<file path="config.mk">
export PLATFORM = sky130hd
export DESIGN_NAME = boss_ctrl
export DESIGN_NICKNAME = d
export VERILOG_FILES = /design/src/rtl/boss_ctrl.sv
export SDC_FILE = /design/constraint.sdc
export NUM_CORES = 1
export LEC_CHECK = 0
export BUFFER_PORTS_ARGS = -buffer_cell sky130_fd_sc_hd__buf_2
export CAP_MARGIN = 20
export CORE_MARGIN = 8
export CORE_UTILIZATION = 25
export DETAILED_ROUTE_END_ITERATION = 6
export GPL_TIMING_DRIVEN = 0
export PLACE_DENSITY = 0.44
export SYNTH_ARGS = -nofsm -noshare
export SYNTH_HDL_FRONTEND = slang
export SYNTH_SLANG_ARGS = --single-unit
</file>
<file path="constraint.sdc">
create_clock -name clk -period 4.2 [get_ports clk]
set_input_delay 0.63 -clock clk [delete_from_list [all_inputs] [get_ports clk]]
set_output_delay 0.63 -clock clk [all_outputs]
set_load 0.1 [all_outputs]
</file>
<file path="src/rtl/boss_ctrl.sv">
// Boss sprite controller: per-frame entry/patrol/hit-stun/dying/dead FSM that drives
// the sprite position and animation frame index. Optional build macro: BOSS_BOB_EN.
module boss_ctrl #(
  parameter logic [3:0]  STAGE3    = 4'd6,
  parameter int unsigned X_START   = 155,
  parameter int unsigned X_MIN     = 40,
  parameter int unsigned X_MAX     = 270,
  parameter int unsigned Y_ENTRY   = 0,
  parameter int unsigned Y_HOME    = 100,
  parameter int unsigned STEP      = 1,
  parameter int unsigned ANIM_DIV  = 8,
  parameter int unsigned HP_INIT   = 3,
  parameter int unsigned HIT_TICKS = 16
) (
  input  logic       clk,
  input  logic       rst,
  input  logic [3:0] state,
  input  logic       frame_tick,
  input  logic       hit,
  output logic [8:0] boss_x,
  output logic [8:0] boss_y,
  output logic [3:0] boss_state,
  output logic       boss_dead
);

  typedef enum logic [2:0] {
    S_IDLE,
    S_ENTER,
    S_PATROL,
    S_HIT,
    S_DYING,
    S_DEAD
  } fsm_t;

  localparam logic [8:0] X_START9  = 9'(X_START);
  localparam logic [8:0] X_MIN9    = 9'(X_MIN);
  localparam logic [8:0] X_MAX9    = 9'(X_MAX);
  localparam logic [8:0] Y_ENTRY9  = 9'(Y_ENTRY);
  localparam logic [8:0] Y_HOME9   = 9'(Y_HOME);
  localparam logic [8:0] STEP9     = 9'(STEP);
  localparam logic [9:0] X_MIN10   = 10'(X_MIN);
  localparam logic [9:0] X_MAX10   = 10'(X_MAX);
  localparam logic [9:0] Y_HOME10  = 10'(Y_HOME);
  localparam logic [9:0] STEP10    = 10'(STEP);
  localparam logic [7:0] ANIM_LAST = 8'(ANIM_DIV - 1);
  localparam logic [7:0] HIT_LAST  = 8'(HIT_TICKS);
  localparam logic [3:0] HP_INIT4  = 4'(HP_INIT);

  localparam logic [3:0] FR_LOOP_FIRST = 4'd0;
  localparam logic [3:0] FR_LOOP_LAST  = 4'd3;
  localparam logic [3:0] FR_HIT_A      = 4'd4;
  localparam logic [3:0] FR_HIT_B      = 4'd5;
  localparam logic [3:0] FR_DYING      = 4'd6;
  localparam logic [3:0] FR_DEAD       = 4'd9;

  fsm_t       fsm_q, fsm_d;
  logic [8:0] x_q, x_d;
  logic [8:0] y_q, y_d;
  logic       dir_q, dir_d;
  logic [3:0] hp_q, hp_d;
  logic [3:0] frame_q, frame_d;
  logic [7:0] anim_q, anim_d;
  logic [7:0] stun_q, stun_d;
  logic       dead_q, dead_d;

  logic       anim_wrap;
  logic [7:0] anim_step;

`ifdef BOSS_BOB_EN
  function automatic logic [8:0] bob_of(input logic [3:0] frame);
    case (frame)
      4'd1:    bob_of = 9'd1;
      4'd2:    bob_of = 9'd2;
      4'd3:    bob_of = 9'd1;
      default: bob_of = 9'd0;
    endcase
  endfunction
`endif

  function automatic logic [3:0] loop_next(input logic [3:0] frame);
    loop_next = (frame == FR_LOOP_LAST) ? FR_LOOP_FIRST : frame + 4'd1;
  endfunction

  assign anim_wrap = frame_tick && (anim_q == ANIM_LAST);
  assign anim_step = anim_wrap ? 8'd0 : (frame_tick ? anim_q + 8'd1 : anim_q);

  // Priority: leaving the stage, then a hit in PATROL, then the per-frame update.
  always_comb begin
    fsm_d   = fsm_q;
    x_d     = x_q;
    y_d     = y_q;
    dir_d   = dir_q;
    hp_d    = hp_q;
    frame_d = frame_q;
    anim_d  = anim_q;
    stun_d  = stun_q;
    dead_d  = dead_q;

    if (fsm_q != S_IDLE && state != STAGE3) begin
      fsm_d   = S_IDLE;
      x_d     = X_START9;
      y_d     = Y_ENTRY9;
      dir_d   = 1'b1;
      hp_d    = HP_INIT4;
      frame_d = FR_LOOP_FIRST;
      anim_d  = 8'd0;
      stun_d  = 8'd0;
      dead_d  = 1'b0;
    end else if (fsm_q == S_PATROL && hit) begin
      hp_d   = hp_q - 4'd1;
      anim_d = 8'd0;
      if (hp_q == 4'd1) begin
        fsm_d   = S_DYING;
        frame_d = FR_DYING;
      end else begin
        fsm_d   = S_HIT;
        frame_d = FR_HIT_A;
        stun_d  = 8'd0;
      end
    end else begin
      case (fsm_q)
        S_IDLE: begin
          anim_d = anim_step;
          if (anim_wrap) frame_d = loop_next(frame_q);
          if (state == STAGE3) begin
            fsm_d = S_ENTER;
            hp_d  = HP_INIT4;
            dir_d = 1'b1;
          end
        end

        S_ENTER: begin
          if (frame_tick) begin
            anim_d = anim_step;
            if (anim_wrap) frame_d = loop_next(frame_q);
            if ({1'b0, y_q} + STEP10 >= Y_HOME10) begin
              y_d   = Y_HOME9;
              fsm_d = S_PATROL;
            end else begin
              y_d = y_q + STEP9;
            end
          end
        end

        S_PATROL: begin
          if (frame_tick) begin
            anim_d = anim_step;
            if (anim_wrap) frame_d = loop_next(frame_q);
            // Compare in 10 bits so the bound test cannot wrap near the edges.
            if (dir_q) begin
              if ({1'b0, x_q} + STEP10 >= X_MAX10) begin
                x_d   = X_MAX9;
                dir_d = 1'b0;
              end else begin
                x_d = x_q + STEP9;
              end
            end else begin
              if ({1'b0, x_q} <= X_MIN10 + STEP10) begin
                x_d   = X_MIN9;
                dir_d = 1'b1;
              end else begin
                x_d = x_q - STEP9;
              end
            end
`ifdef BOSS_BOB_EN
            y_d = Y_HOME9 + bob_of(anim_wrap ? loop_next(frame_q) : frame_q);
`else
            y_d = Y_HOME9;
`endif
          end
        end

        S_HIT: begin
          if (frame_tick) begin
            if (stun_q + 8'd1 == HIT_LAST) begin
              fsm_d   = S_PATROL;
              stun_d  = 8'd0;
              anim_d  = 8'd0;
              frame_d = FR_LOOP_FIRST;
            end else begin
              stun_d = stun_q + 8'd1;
              anim_d = anim_step;
              if (anim_wrap) frame_d = (frame_q == FR_HIT_A) ? FR_HIT_B : FR_HIT_A;
            end
          end
        end

        S_DYING: begin
          anim_d = anim_step;
          if (anim_wrap) begin
            if (frame_q == FR_DEAD) begin
              fsm_d   = S_DEAD;
              frame_d = FR_DEAD;
              dead_d  = 1'b1;
            end else begin
              frame_d = frame_q + 4'd1;
            end
          end
        end

        S_DEAD: begin
          frame_d = FR_DEAD;
          dead_d  = 1'b1;
        end

        default: begin
          fsm_d = S_IDLE;
        end
      endcase
    end
  end

  always_ff @(posedge clk) begin
    if (rst) begin
      fsm_q   <= S_IDLE;
      x_q     <= X_START9;
      y_q     <= Y_ENTRY9;
      dir_q   <= 1'b1;
      hp_q    <= HP_INIT4;
      frame_q <= FR_LOOP_FIRST;
      anim_q  <= 8'd0;
      stun_q  <= 8'd0;
      dead_q  <= 1'b0;
    end else begin
      fsm_q   <= fsm_d;
      x_q     <= x_d;
      y_q     <= y_d;
      dir_q   <= dir_d;
      hp_q    <= hp_d;
      frame_q <= frame_d;
      anim_q  <= anim_d;
      stun_q  <= stun_d;
      dead_q  <= dead_d;
    end
  end

  assign boss_x     = x_q;
  assign boss_y     = y_q;
  assign boss_state = frame_q;
  assign boss_dead  = dead_q;

endmodule

</file>
Word level (Yosys, flattened, before mapping)
Index checks and enable logic that the tools add are counted.
Word-level totals
  register bits after elaboration: 47
  bits in latches: 0
  RAM bits: 0
  bits in read-only memories: 0
  logic and storage cells: 133
  memories kept: 0
Cells by class
  $add $sub $neg: 9
  multipliers: 0
  div/mod/pow operators: 0
  $lt $le $gt $ge: 3
  equality and inequality tests: 31
  shifts and indexed selects: 0
  muxes and demuxes: 52
  bitwise logic cells: 1
  reduce and logical (&&, ||, !) cells: 28
Operators with widths (number)
  2-to-1 mux 8 bit: 10
  2-to-1 mux 9 bit: 6
  2-to-1 mux 4 bit: 12
  2-to-1 mux 3 bit: 9
  one-hot mux 8 bit (3 select lines): 1
  inequality test 3 bit (second input constant): 7
  adder 9 x 1 -> 10 bit (second input constant): 2
  one-hot mux 4 bit (5 select lines): 1
  adder 9 x 1 -> 9 bit (second input constant): 2
  one-hot mux 9 bit (2 select lines): 1
  adder 8 x 1 -> 8 bit (second input constant): 2
  one-hot mux 3 bit (5 select lines): 1
  inequality test 2 bit (second input constant): 7
  nonzero test 2 bit: 7
  AND reduction 4 bit: 3
  greater-or-equal comparator 10 x 7 -> 1 bit (second input constant): 1
  greater-or-equal comparator 10 x 9 -> 1 bit (second input constant): 1
  less-or-equal comparator 9 x 6 -> 1 bit (second input constant): 1
  AND reduction 3 bit: 3
  subtractor 9 x 1 -> 9 bit (second input constant): 1
  == test 4 x 3 -> 1 bit (second input constant): 2
  == test 8 x 3 -> 1 bit (second input constant): 1
  == test 8 x 5 -> 1 bit (second input constant): 1
  2-to-1 mux 1 bit: 8
  other kinds (24): 34

Longest topological paths before layout
Gate-level depths: netlist of run 1.
  word-level depth: 7
  mapped depth: 9

Worst setup path before layout of run 1
No wires, ideal clock.
  path kind: register -> register
  start: reg x_q[0] (netlist: boss_x[0])
  end: reg x_q[5] (netlist: boss_x[5])
  data arrival time: 2801 ps
  data required time: 4130 ps
  path slack: 1329 ps
  stages on the path, launching flop included: 10
  buffers on the path: 1
  clock period less this slack: 2871 ps
  path through: dfxtp_1 > buf_2 > inv_1 > ha_1 > or2_2 > a211oi_1 > a211o_1 > a31oi_1 > or3_1 > a21oi_1
Between the ends
  cells in the longest elaborated chain, start to end: 4
  elaborated cells on any way between the ends: 8
Ends and longest elaborated chain
  start: declaration: RTL line 57  | logic [8:0] x_q, x_d;
  start signal: assignment: RTL line 216  | x_q <= X_START9;
  start signal: assignment: RTL line 226  | x_q <= x_d;
  adder 9 x 1 -> 10 bit: RTL line 151  | if ({1'b0, x_q} + STEP10 >= X_MAX10) begin
  greater-or-equal comparator 10 x 9 -> 1 bit: RTL line 151
  2-to-1 mux 9 bit: RTL line 151
  2-to-1 mux 9 bit *: RTL line 150  | if (dir_q) begin
Mark *: on every way between the ends. The rest lies on a longest branch, timed or not.
A chain may end at the register's enable or synchronous reset.

Final worst setup path of run 1
  start: in state[0]
  end: reg frame_q[0] (netlist: boss_state[0])
Between the ends
  cells in the longest elaborated chain, start to end: 3
Ends and longest elaborated chain
  start: declaration: RTL line 17  | input logic [3:0] state,
  inequality test 4 x 3 -> 1 bit: RTL line 99  | if (fsm_q != S_IDLE && state != STAGE3) begin
  logical AND 1 bit: RTL line 99
  OR reduction 2 bit (no source line)
  end signal: assignment: RTL line 230  | frame_q <= frame_d;
  end: declaration: RTL line 61  | logic [3:0] frame_q, frame_d;
No other way between the ends.

==> results.md, run 1 <==
* Slew Limit Fails at 0
* Placed Cells incl. Taps at 628
* Worst slew pin tran at 0.778 ns
* Critical path cell sequence: buf_2 -> nor4bb_1 -> nor2_1 -> or2_2 -> clkbuf_1 -> nor2_1 -> o221ai_1 -> mux2i_1
* Sink Count at 47
* Cell count after synthesis at 426
* Vias at 3217
* Die area at 17000 um2
* Chip width at 130 um
* Vias in the first global route at 3003
* Max stage delay on crit path at 0.68 ns
* Fmax at 390 MHz
* # port buffers at 30
* Unrepaired setup endpoints after global routing: false
* CORE AREA at 12700 um2
* Placement Setup Slack at 1.36 ns
* Max IR drop VDD at 0.157 mV
* Chip Height at 130 um
* Drt pass-1 iters at 4
* Bufs on Longest Clock Path at 2
* Worst EP arrival at 2.79 ns
* Ports at 31
* Initial drt markers at 214
* Post-synthesis sequential area ratio at 0.288
* Nets@finish at 483
* WP data required at 4.42 ns
* Main synth FF type: dfxtp_1
* Global-route wire length before repair at 15200 um
* Cell variety after synth at 60
* Setup violators final at 0
* Slew margin rel. at 0.475
* Avg Cell Area, Syn at 7.67 um2
* Share of cells above drive strength 1 at 0.134
* Hold buffers post-CTS at 0
* Finished Layout Cells at 636
* Max Cap Violations at 0
* Routed length per placed instance at 14.5 um
* Synthesis-to-finish area growth at 16.0%
* Later-pin clock latency in the skew report at 0.29 ns
* R2R Path End: boss_x[0]$_SDFFE_PP1P_
* Number of synthesized flops with an enable pin at 0
* Skew final at 0.00604 ns
* Hold Path Stages at 2
* Synth async-reset ratio at 0
* Post-synthesis net count at 446
* RR Startpoint: boss_x[1]$_SDFFE_PP1P_
* CTS Buf Count at 5
* Hold crit path type: reg2reg
* Detailed Route WL at 9220 um
* Period utilisation layout at 0.611
* Most frequent cell after synthesis: nand2_1
* Synth area leader: dfxtp_1
* Kind of critical path: in2reg
* Cell Area, Synth at 3270 um2
* Largest net degree at the start of global routing at 14
* Via density at 5.06
* Reg2reg path depth at 8
* Crit path launch: state[0]
* Crit end category: flip-flop
* Post-route DRC at 0
* Synth Register Bits at 47
* Startpoint Class: primary input
* FP Rows at 41
* DP HPWL at 6840 um
* Reg2Reg Setup Slack at 1.67 ns
* CTS Root Cell: clkbuf_16
* Highest-delay cell along the critical path: nor4bb_1
* Max FO, Critical Path at 5
* Total negative slack at 0 ns
* Routability cong. at 0.787
* TritonCTS clock tree: done
* Worst setup margin at 1.63 ns
* Synth Warn # at 0
* Crit path time final at 2.57 ns
* Worst-path clk slew at 0.06 ns
* Status: finished, final reports clean
* Finished Core Util at 0.299
* Leakage power at 1.47 nW
* Hold EP: boss_dead$_SDFFE_PP0P_
* Final Hold Fails at 0
* Most common cell on crit path: nor2_1
* # H-tree levels at 2
* Number of setup buffers added after CTS at 0
* Power density cells at 355 nW/um2
* Hold Startpoint: boss_dead$_SDFFE_PP0P_
* Initial Util at 0.258
* Ranking of synthesized cells by area: dfxtp_1 (29%), nand2_1 (5.6%), a21oi_1 (5.2%)
* Initial antenna violation count at 0
* CTS resizes at 0
* Global route overflow at 0
* Synth cell count leaders: nand2_1 (49), dfxtp_1 (47), nor2_1 (38), a21oi_1 (34), o21ai_0 (31)
* Top cell type's share of synthesized area at 0.288
* # diodes at 0
* Aggregate global-route resource usage at 0.112
* Remaining antenna violation count at 0
through the flow:
| step | instance area (um2) | power (mW) | hold slack, ns |
|---|---|---|---|
| after global placement | 3630 | 0.928 | 0.479 |
| final | 3790 | 1.34 | 0.485 |
| after global routing | 3790 | 1.42 | 0.531 |
| after CTS | 3790 | 1.37 | 0.498 |
| after detailed placement | 3630 | 0.932 | 0.472 |
| after floorplan | 3270 | 0.836 | 0.471 |
worst max-delay path by stage:
stage                                       to  slack [ns]
floorplan               boss_x[5]$_SDFFE_PP0P_        1.33
global placement    boss_state[0]$_SDFFE_PP0P_        1.37
detailed placement  boss_state[0]$_SDFFE_PP0P_        1.36
CTS                 boss_state[0]$_SDFFE_PP0P_        1.65
global route        boss_state[0]$_SDFFE_PP0P_        1.43
finish              boss_state[0]$_SDFFE_PP0P_        1.63
per-layer routing:
layer | track usage | share of wire | routed length [um]
met5 | 0 | 0 | 0
met4 | 0.0451 | 0.022 | 199
met3 | 0.0188 | 0.050 | 463
met2 | 0.171 | 0.44 | 4040
met1 | 0.153 | 0.49 | 4520
worst max-delay path, delay by kind of cell:
family	cells	cell delay, ns
AND/OR/NAND/NOR	4	1.52
AO/OA/AOI/OAI	1	0.22
buffers and inverters	2	0.25
multiplexers	1	0.16
registers in the layout (all words and copies together), names as in the netlist:
signal / flops
boss_x: 9
boss_y: 9
anim_q: 8
stun_q: 8
boss_state: 4
hp_q: 4
fsm_q: 3
boss_dead: 1
dir_q: 1
power by group:
part           switching [mW]  internal, mW
Clock                   0.169         0.254
Combinational           0.296         0.109
Sequential             0.0420         0.475
Total                   0.507         0.837
kinds of logic after synthesis:
logic type                 count (synthesis)  synth area share
and+or+nand+nor                          185             0.300
AOI/OAI and AO/OA                        119             0.248
DFF                                       47             0.288
buffers and inverters                     37            0.0441
xor gates and xnor gates                  17            0.0456
adders and majority gates                 12            0.0460
muxes                                      9            0.0280
cell type report:
cell class                      count  area, um2
Sequential cell                    47        941
Multi-Input combinational cell    342       2180
Fill cell                        1412       8880
Tap cell                          172        215
Clock buffer                        8        156
Timing Repair Buffer               30        150
Inverter                           14       52.6
Buffer                             23       91.3
layout by cell type (no fill, tap or decap), types with 14 or more instances in the layout:
cell,n
a21oi_1,34
buf_2,34
clkbuf_1,18
dfxtp_1,47
inv_1,14
nand2_1,49
nand3_1,15
nor2_1,38
nor3_1,16
o21ai_0,31
Note: power is estimated with default switching activity, not from simulation.
==> inputs of run 2 (changes only) <==
--- a/config.mk
+++ b/config.mk
@@ -11,7 +11,7 @@
 export CORE_UTILIZATION = 25
 export DETAILED_ROUTE_END_ITERATION = 6
 export GPL_TIMING_DRIVEN = 0
-export PLACE_DENSITY = 0.44
+export PLACE_DENSITY = 0.46
 export SYNTH_ARGS = -nofsm -noshare
 export SYNTH_HDL_FRONTEND = slang
 export SYNTH_SLANG_ARGS = --single-unit
==> constraint.sdc (replaced) <==
create_clock -name clk -period 2.1 [get_ports clk]
set_input_delay 0.315 -clock clk [delete_from_list [all_inputs] [get_ports clk]]
set_output_delay 0.315 -clock clk [all_outputs]
set_load 0.1 [all_outputs]
==> run 2 against run 1 <==
Against the previous run:
- count of clock-buffer cells in the layout decreased by 1
- via count up 1.5%
- core utilization increased by 2.4 points
==> results.md, run 2 (synthesized netlist as in run 1, its figures left out) <==
* Psw at 1.03 mW (+100%)
* Reg2reg path depth at 7 (-1)
* Die area at 17000 um2 (unchanged)
* Chip width at 130 um (unchanged)
* Sink Count at 47 (unchanged)
* Unrepaired setup endpoints after global routing: true
* Sequential Power Share at 0.392 (+0.008)
* CTS Buf Count at 5 (unchanged)
* Worst slew pin tran at 0.612 ns (-0.166 ns)
* Post-route DRC at 0 (unchanged)
* R2R Path End: fsm_q[1]$_SDFFE_PP0P_
* Slew Limit Fails at 0 (unchanged)
* Initial drt markers at 255 (+19%)
* Remaining antenna violation count at 0 (unchanged)
* Setup violators final at 0 (unchanged)
* Final Cell Area at 4090 um2 (+8.0%)
* Later-pin clock latency in the skew report at 0.29 ns (about the same)
* Commonest non-fill, non-tap cell in the layout: nand2_1
* Global-route wire length before repair at 15400 um (+0.86%)
* Aggregate global-route resource usage at 0.113 (+0.000658)
* Finished Core Util at 0.323 (+0.0238)
* Clk pwr share at 0.283 (-0.032)
* Placement Setup Slack at -0.424 ns (-1.78 ns)
* Bufs on Longest Clock Path at 2 (unchanged)
* Nets@finish at 490 (+1.4%)
* Share of cells above drive strength 1 at 0.262 (+0.128)
* Hold Path Stages at 5 (+3)
* Worst setup margin at 0.0599 ns (-1.57 ns)
* Fmax at 490 MHz
* Crit end category: flip-flop
* Worst-path clk slew at 0.06 ns (about the same)
* Vias at 3265 (+1.5%)
* Reg2Reg Setup Slack at 0.06 ns (-1.61 ns)
* Via density at 5.09 (+0.54%)
* Hold buffers post-CTS at 0 (unchanged)
* Routability cong. at 0.798 (+1.4%)
* Startpoint Class: flip-flop
* RR Startpoint: boss_y[0]$_SDFFE_PP0P_
* Largest net degree at the start of global routing at 14 (unchanged)
* Initial antenna violation count at 0 (unchanged)
* Detailed Route WL at 9560 um (+3.7%)
* Leakage power at 1.54 nW (+4.4%)
* Slew margin rel. at 0.592 (+0.117)
* Commonest non-fill, non-tap cells in the layout: nand2_1 (49), nor2_1 (35), a21oi_1 (34)
* Gate power share at 0.325 (+0.024)
* Final Hold Fails at 0 (unchanged)
* Chip Height at 130 um (unchanged)
* Hold crit path type: in2reg
* Switching share of power at 0.385 (+0.00768)
* # port buffers at 30 (unchanged)
* Ports at 31 (unchanged)
* Fillers at 1391 (-1.5%)
* Vias in the first global route at 2970 (-1.1%)
* Total negative slack at 0 ns (unchanged)
* Initial Util at 0.258 (unchanged)
* Drt pass-1 iters at 4 (unchanged)
* Placed Area at 3730 um2 (+2.7%)
* Hold Startpoint: rst
* Max FO, Critical Path at 8 (+3)
* Period utilisation layout at 0.971
* Status: finished, final reports clean
* DP HPWL at 6800 um (-0.59%)
* WP data required at 2.30 ns (-2.12 ns)
* Max IR drop VDD at 0.280 mV (+78%)
* CORE AREA at 12700 um2 (unchanged)
* FP Rows at 41 (unchanged)
* Pint at 1.65 mW (+97%)
* Routed length per placed instance at 14.9 um (+2.7%)
* Kind of critical path: reg2reg
* Skew final at 0.00522 ns (-0.000813 ns)
* CTS Root Cell: clkbuf_16
* Global route overflow at 0 (unchanged)
* Fin Hold WS at 0.422 ns (-0.0624 ns)
* Max Cap Violations at 0 (unchanged)
* Worst EP arrival at 2.24 ns (-0.55 ns)
* Crit path time final at 2.04 ns
* # H-tree levels at 2 (unchanged)
* Synthesis-to-finish area growth at 25.2%
* # diodes at 0 (unchanged)
* Power density cells at 656 nW/um2 (+85%)
* TritonCTS clock tree: done
* Hold EP: boss_x[1]$_SDFFE_PP1P_
run 2: changes by cell type in the layout (fill, tap and decap cells not counted), sizes merged:
cell    previous run  this run
o211ai             3         4
clkbuf            25        21
buf               36        44
a211oi             6         7
run 2: worst max path at each step:
stage	cells after the start	slack [ns]	startpoint	end
floorplan	9	-0.07	boss_x[0]$_SDFFE_PP1P_	boss_x[5]$_SDFFE_PP0P_
global placement	8	-0.41	state[0]	boss_state[0]$_SDFFE_PP0P_
CTS	8	0.006	boss_x[1]$_SDFFE_PP1P_	boss_x[0]$_SDFFE_PP1P_
detailed placement	8	-0.42	state[0]	boss_state[0]$_SDFFE_PP0P_
global route	7	-0.05	boss_y[1]$_SDFFE_PP0P_	fsm_q[1]$_SDFFE_PP0P_
finish	7	0.06	boss_y[0]$_SDFFE_PP0P_	fsm_q[1]$_SDFFE_PP0P_
run 2: critical path: stages, from the launching register on:
cell,delay [ns]
dfxtp_4,0.40
ha_4,0.17
nand3_2,0.13
or3_1,0.34
a211o_4,0.37
o21ai_2,0.20
a21oi_1,0.11
a311oi_2,0.24
run 2: metal layers:
| metal | track usage | up-vias | routed length (um) |
|---|---|---|---|
| met5 | 0 | - | 0 |
| met4 | 0.0328 | 0 | 107 |
| met3 | 0.0200 | 6 | 383 |
| met2 | 0.173 | 62 | 4360 |
| met1 | 0.157 | 1558 | 4710 |
| li1 | - | 1639 | - |
run 2: per-stage QoR:
step           power (mW)  cells
2_1_floorplan        1.70    426
3_3_place_gp         1.87    628
3_5_place_dp         1.88    628
4_1_cts              2.68    638
5_1_grt              2.82    642
6_report             2.68    642
run 2: cell type report:
type,count,area (um2),share of cell area
clock buffers,7,133,0.0324
well taps,172,215,0.0526
plain buffers,21,101,0.0248
flip-flops and latches,47,990,0.242
multi-input cells,344,2390,0.586
repair buffers,37,203,0.0496
inverters,14,52.6,0.0129
run 2: repair_timing:
action | in CTS | in global routing
endpoints found under the hold margin | 0 | 0
endpoints found under the setup margin | 17 | 41
gates cloned | 0 | 2
pin swaps | 4 | 10
buffers inserted | 3 | 4
gates resized for setup | 10 | 33
run 2: power groups by stage:
stage	registers, mW	logic, mW	clock network (mW)
finish	1.05	0.872	0.759
CTS	1.04	0.847	0.792
global placement	1.05	0.820	0
detailed placement	1.06	0.826	0
floorplan	1.28	0.420	0
global route	1.06	0.942	0.820
==> inputs of run 3 (changes only) <==
--- a/config.mk
+++ b/config.mk
@@ -7,11 +7,13 @@
 export LEC_CHECK = 0
 export BUFFER_PORTS_ARGS = -buffer_cell sky130_fd_sc_hd__buf_2
 export CAP_MARGIN = 20
+export CELL_PAD_IN_SITES_DETAIL_PLACEMENT = 1
+export CELL_PAD_IN_SITES_GLOBAL_PLACEMENT = 2
 export CORE_MARGIN = 8
 export CORE_UTILIZATION = 25
 export DETAILED_ROUTE_END_ITERATION = 6
 export GPL_TIMING_DRIVEN = 0
-export PLACE_DENSITY = 0.46
+export PLACE_DENSITY = 0.67
 export SYNTH_ARGS = -nofsm -noshare
 export SYNTH_HDL_FRONTEND = slang
 export SYNTH_SLANG_ARGS = --single-unit
==> run 3 against run 2 <==
Against the previous run:
- non-clock buffer count is 11 higher
- core utilization is 1.1 points higher
- cell area is 3.3% higher
- die area stayed put
- critical path type unchanged
==> results.md, run 3 (synthesized netlist as in run 1, its figures left out) <==
* FP Rows at 41 (unchanged)
* Hold buffers post-CTS at 0 (unchanged)
* Max IR drop VDD at 0.424 mV (+51%)
* DP HPWL at 7600 um (+12%)
* Share of cells above drive strength 1 at 0.288 (+0.0267)
* Commonest non-fill, non-tap cell in the layout: nand2_1
* Kind of critical path: reg2reg
* Routed length per placed instance at 16.2 um (+8.6%)
* Crit end category: flip-flop
* Slew margin rel. at 0.580 (-0.0123)
* Largest net degree at the start of global routing at 15 (+1)
* Global-route wire length before repair at 16700 um (+8.6%)
* Crit path time final at 2.09 ns (+0.0470 ns)
* Pint at 1.72 mW (+4.2%)
* TritonCTS clock tree: done
* Initial antenna violation count at 0 (unchanged)
* Sink Count at 47 (unchanged)
* Vias in the first global route at 3305 (+11%)
* Placement Setup Slack at -0.473 ns (-0.0491 ns)
* Placed Area at 3730 um2 (unchanged)
* Final Hold Fails at 0 (unchanged)
* Fmax at 479 MHz (-2.3%)
* Psw at 1.09 mW (+5.4%)
* Routability cong. at 0.743 (-6.9%)
* Power density cells at 664 nW/um2 (+1.3%)
* Critical path cell sequence: buf_8 -> buf_4 -> nor2_1 -> o21ai_4 -> a211oi_4 -> o21ai_0 -> a31oi_1 -> a221oi_2
* Startpoint Class: flip-flop
* WP data required at 2.27 ns (-0.03 ns)
* Max FO, Critical Path at 7 (-1)
* Worst EP arrival at 2.26 ns (+0.02 ns)
* Ports at 31 (unchanged)
* Worst setup margin at 0.0129 ns (-0.0470 ns)
* Sequential Power Share at 0.371 (-0.021)
* Skew final at 0.0100 ns (+0.00482 ns)
* Max Cap Violations at 0 (unchanged)
* Bufs on Longest Clock Path at 2 (unchanged)
* Drt pass-1 iters at 4 (unchanged)
* Chip width at 130 um (unchanged)
* Highest-delay cell along the critical path: a211oi_4
* # diodes at 0 (unchanged)
* Slew Limit Fails at 0 (unchanged)
* Reg2reg path depth at 8 (+1)
* Final Cell Area at 4220 um2 (+3.3%)
* Via density at 5.12 (+0.75%)
* Gate power share at 0.335 (+0.010)
* CTS Root Cell: clkbuf_16
* CTS Buf Count at 5 (unchanged)
* Unrepaired setup endpoints after global routing: true
* Global route overflow at 0 (unchanged)
* Remaining antenna violation count at 0 (unchanged)
* Later-pin clock latency in the skew report at 0.29 ns (about the same)
* CORE AREA at 12700 um2 (unchanged)
* Initial drt markers at 206 (-19%)
* Hold Path Stages at 5 (unchanged)
* Vias at 3351 (+2.6%)
* Aggregate global-route resource usage at 0.124 (+0.0115)
* Synthesis-to-finish area growth at 29.3%
* Fillers at 1545 (+11%)
* Max stage delay on crit path at 0.41 ns (about the same)
* Chip Height at 130 um (unchanged)
* Worst-path clk slew at 0.07 ns (about the same)
* Clk pwr share at 0.293 (+0.010)
* Commonest non-fill, non-tap cells in the layout: nand2_1 (49), nor2_1 (36), buf_2 (32)
* Status: finished, final reports clean
* # H-tree levels at 2 (unchanged)
* Detailed Route WL at 10600 um (+11%)
* Nets@finish at 501 (+2.2%)
* Hold crit path type: in2reg
* Period utilisation layout at 0.994 (+0.0224)
* Switching share of power at 0.388 (+0.00263)
* # port buffers at 30 (unchanged)
* Post-route DRC at 0 (unchanged)
* Leakage power at 1.61 nW (+4.6%)
* Worst slew pin tran at 0.630 ns (+0.0184 ns)
* Die area at 17000 um2 (unchanged)
* Setup violators final at 0 (unchanged)
* Initial Util at 0.258 (unchanged)
[run 3: cell types whose count changed in the layout (fill, tap and decap cells not counted), sizes merged]
| cell | previous run | this run |
|---|---|---|
| buf | 44 | 55 |
| clkinv | 0 | 1 |
[run 3: metal layers]
layer  global-route usage  part of all wire  routed length [um]  vias up
li1                     -                 -                   -     1665
met1                0.163              0.50                5250     1641
met2                0.197              0.46                4840       41
met3               0.0326             0.039                 413        4
met4               0.0314            0.0072                  76        0
met5                    0                 0                   0        -
[run 3: critical path, delay by kind of cell (launching register included)]
kind / cells / cell delay, ns
AND/OR/NAND/NOR: 1 / 0.24
buffers and inverters: 2 / 0.28
AO/OA/AOI/OAI: 5 / 1.09
flip-flops: 1 / 0.36
[run 3: timing repair]
action,CTS,global route
setup endpoints to repair,24,39
resized for setup,15,34
cloned,0,2
setup buffers,1,17
pin swaps,5,16
[run 3: per-stage QoR]
stage / utilization / std cells / total power, mW / hold WS, ns / TNS (ns)
2_1_floorplan: - / 426 / 1.70 / 0.471 / -0.119
3_3_place_gp: 0.294 / 628 / 1.89 / 0.462 / -10.55
3_5_place_dp: 0.294 / 628 / 1.90 / 0.478 / -11.98
4_1_cts: 0.311 / 637 / 2.76 / 0.433 / -0.0360
5_1_grt: 0.333 / 654 / 2.97 / 0.475 / -0.215
6_report: 0.333 / 654 / 2.81 / 0.442 / 0
[run 3: power groups by stage]
stage | clock (mW) | sequential [mW] | combinational (mW)
CTS | 0.865 | 1.04 | 0.854
finish | 0.823 | 1.04 | 0.940
global route | 0.897 | 1.05 | 1.01
detailed placement | 0 | 1.06 | 0.840
floorplan | 0 | 1.28 | 0.420
global placement | 0 | 1.06 | 0.832
[run 3: cell type report]
type	instances	area (um2)	share of cell area
clock buffers	7	143	0.0338
flip-flops and latches	47	990	0.234
plain buffers	21	104	0.0246
clock inverters	1	5.00	0.00119
multi-input cells	344	2430	0.575
well taps	172	215	0.0510
repair buffers	48	285	0.0676
inverters	14	55.1	0.0130
[run 3: path summary, 6_finish.rpt]
| kind | startpoint | to | slack [ns] |
|---|---|---|---|
| worst max register to register | boss_x[0]$_SDFFE_PP1P_ | boss_x[2]$_SDFFE_PP0P_ | 0.01 |
| worst min-delay path | rst | boss_x[1]$_SDFFE_PP1P_ | 0.44 |
| worst max-delay path | boss_x[0]$_SDFFE_PP1P_ | boss_x[2]$_SDFFE_PP0P_ | 0.01 |
| worst min register to register | boss_dead$_SDFFE_PP0P_ | boss_dead$_SDFFE_PP0P_ | 0.48 |
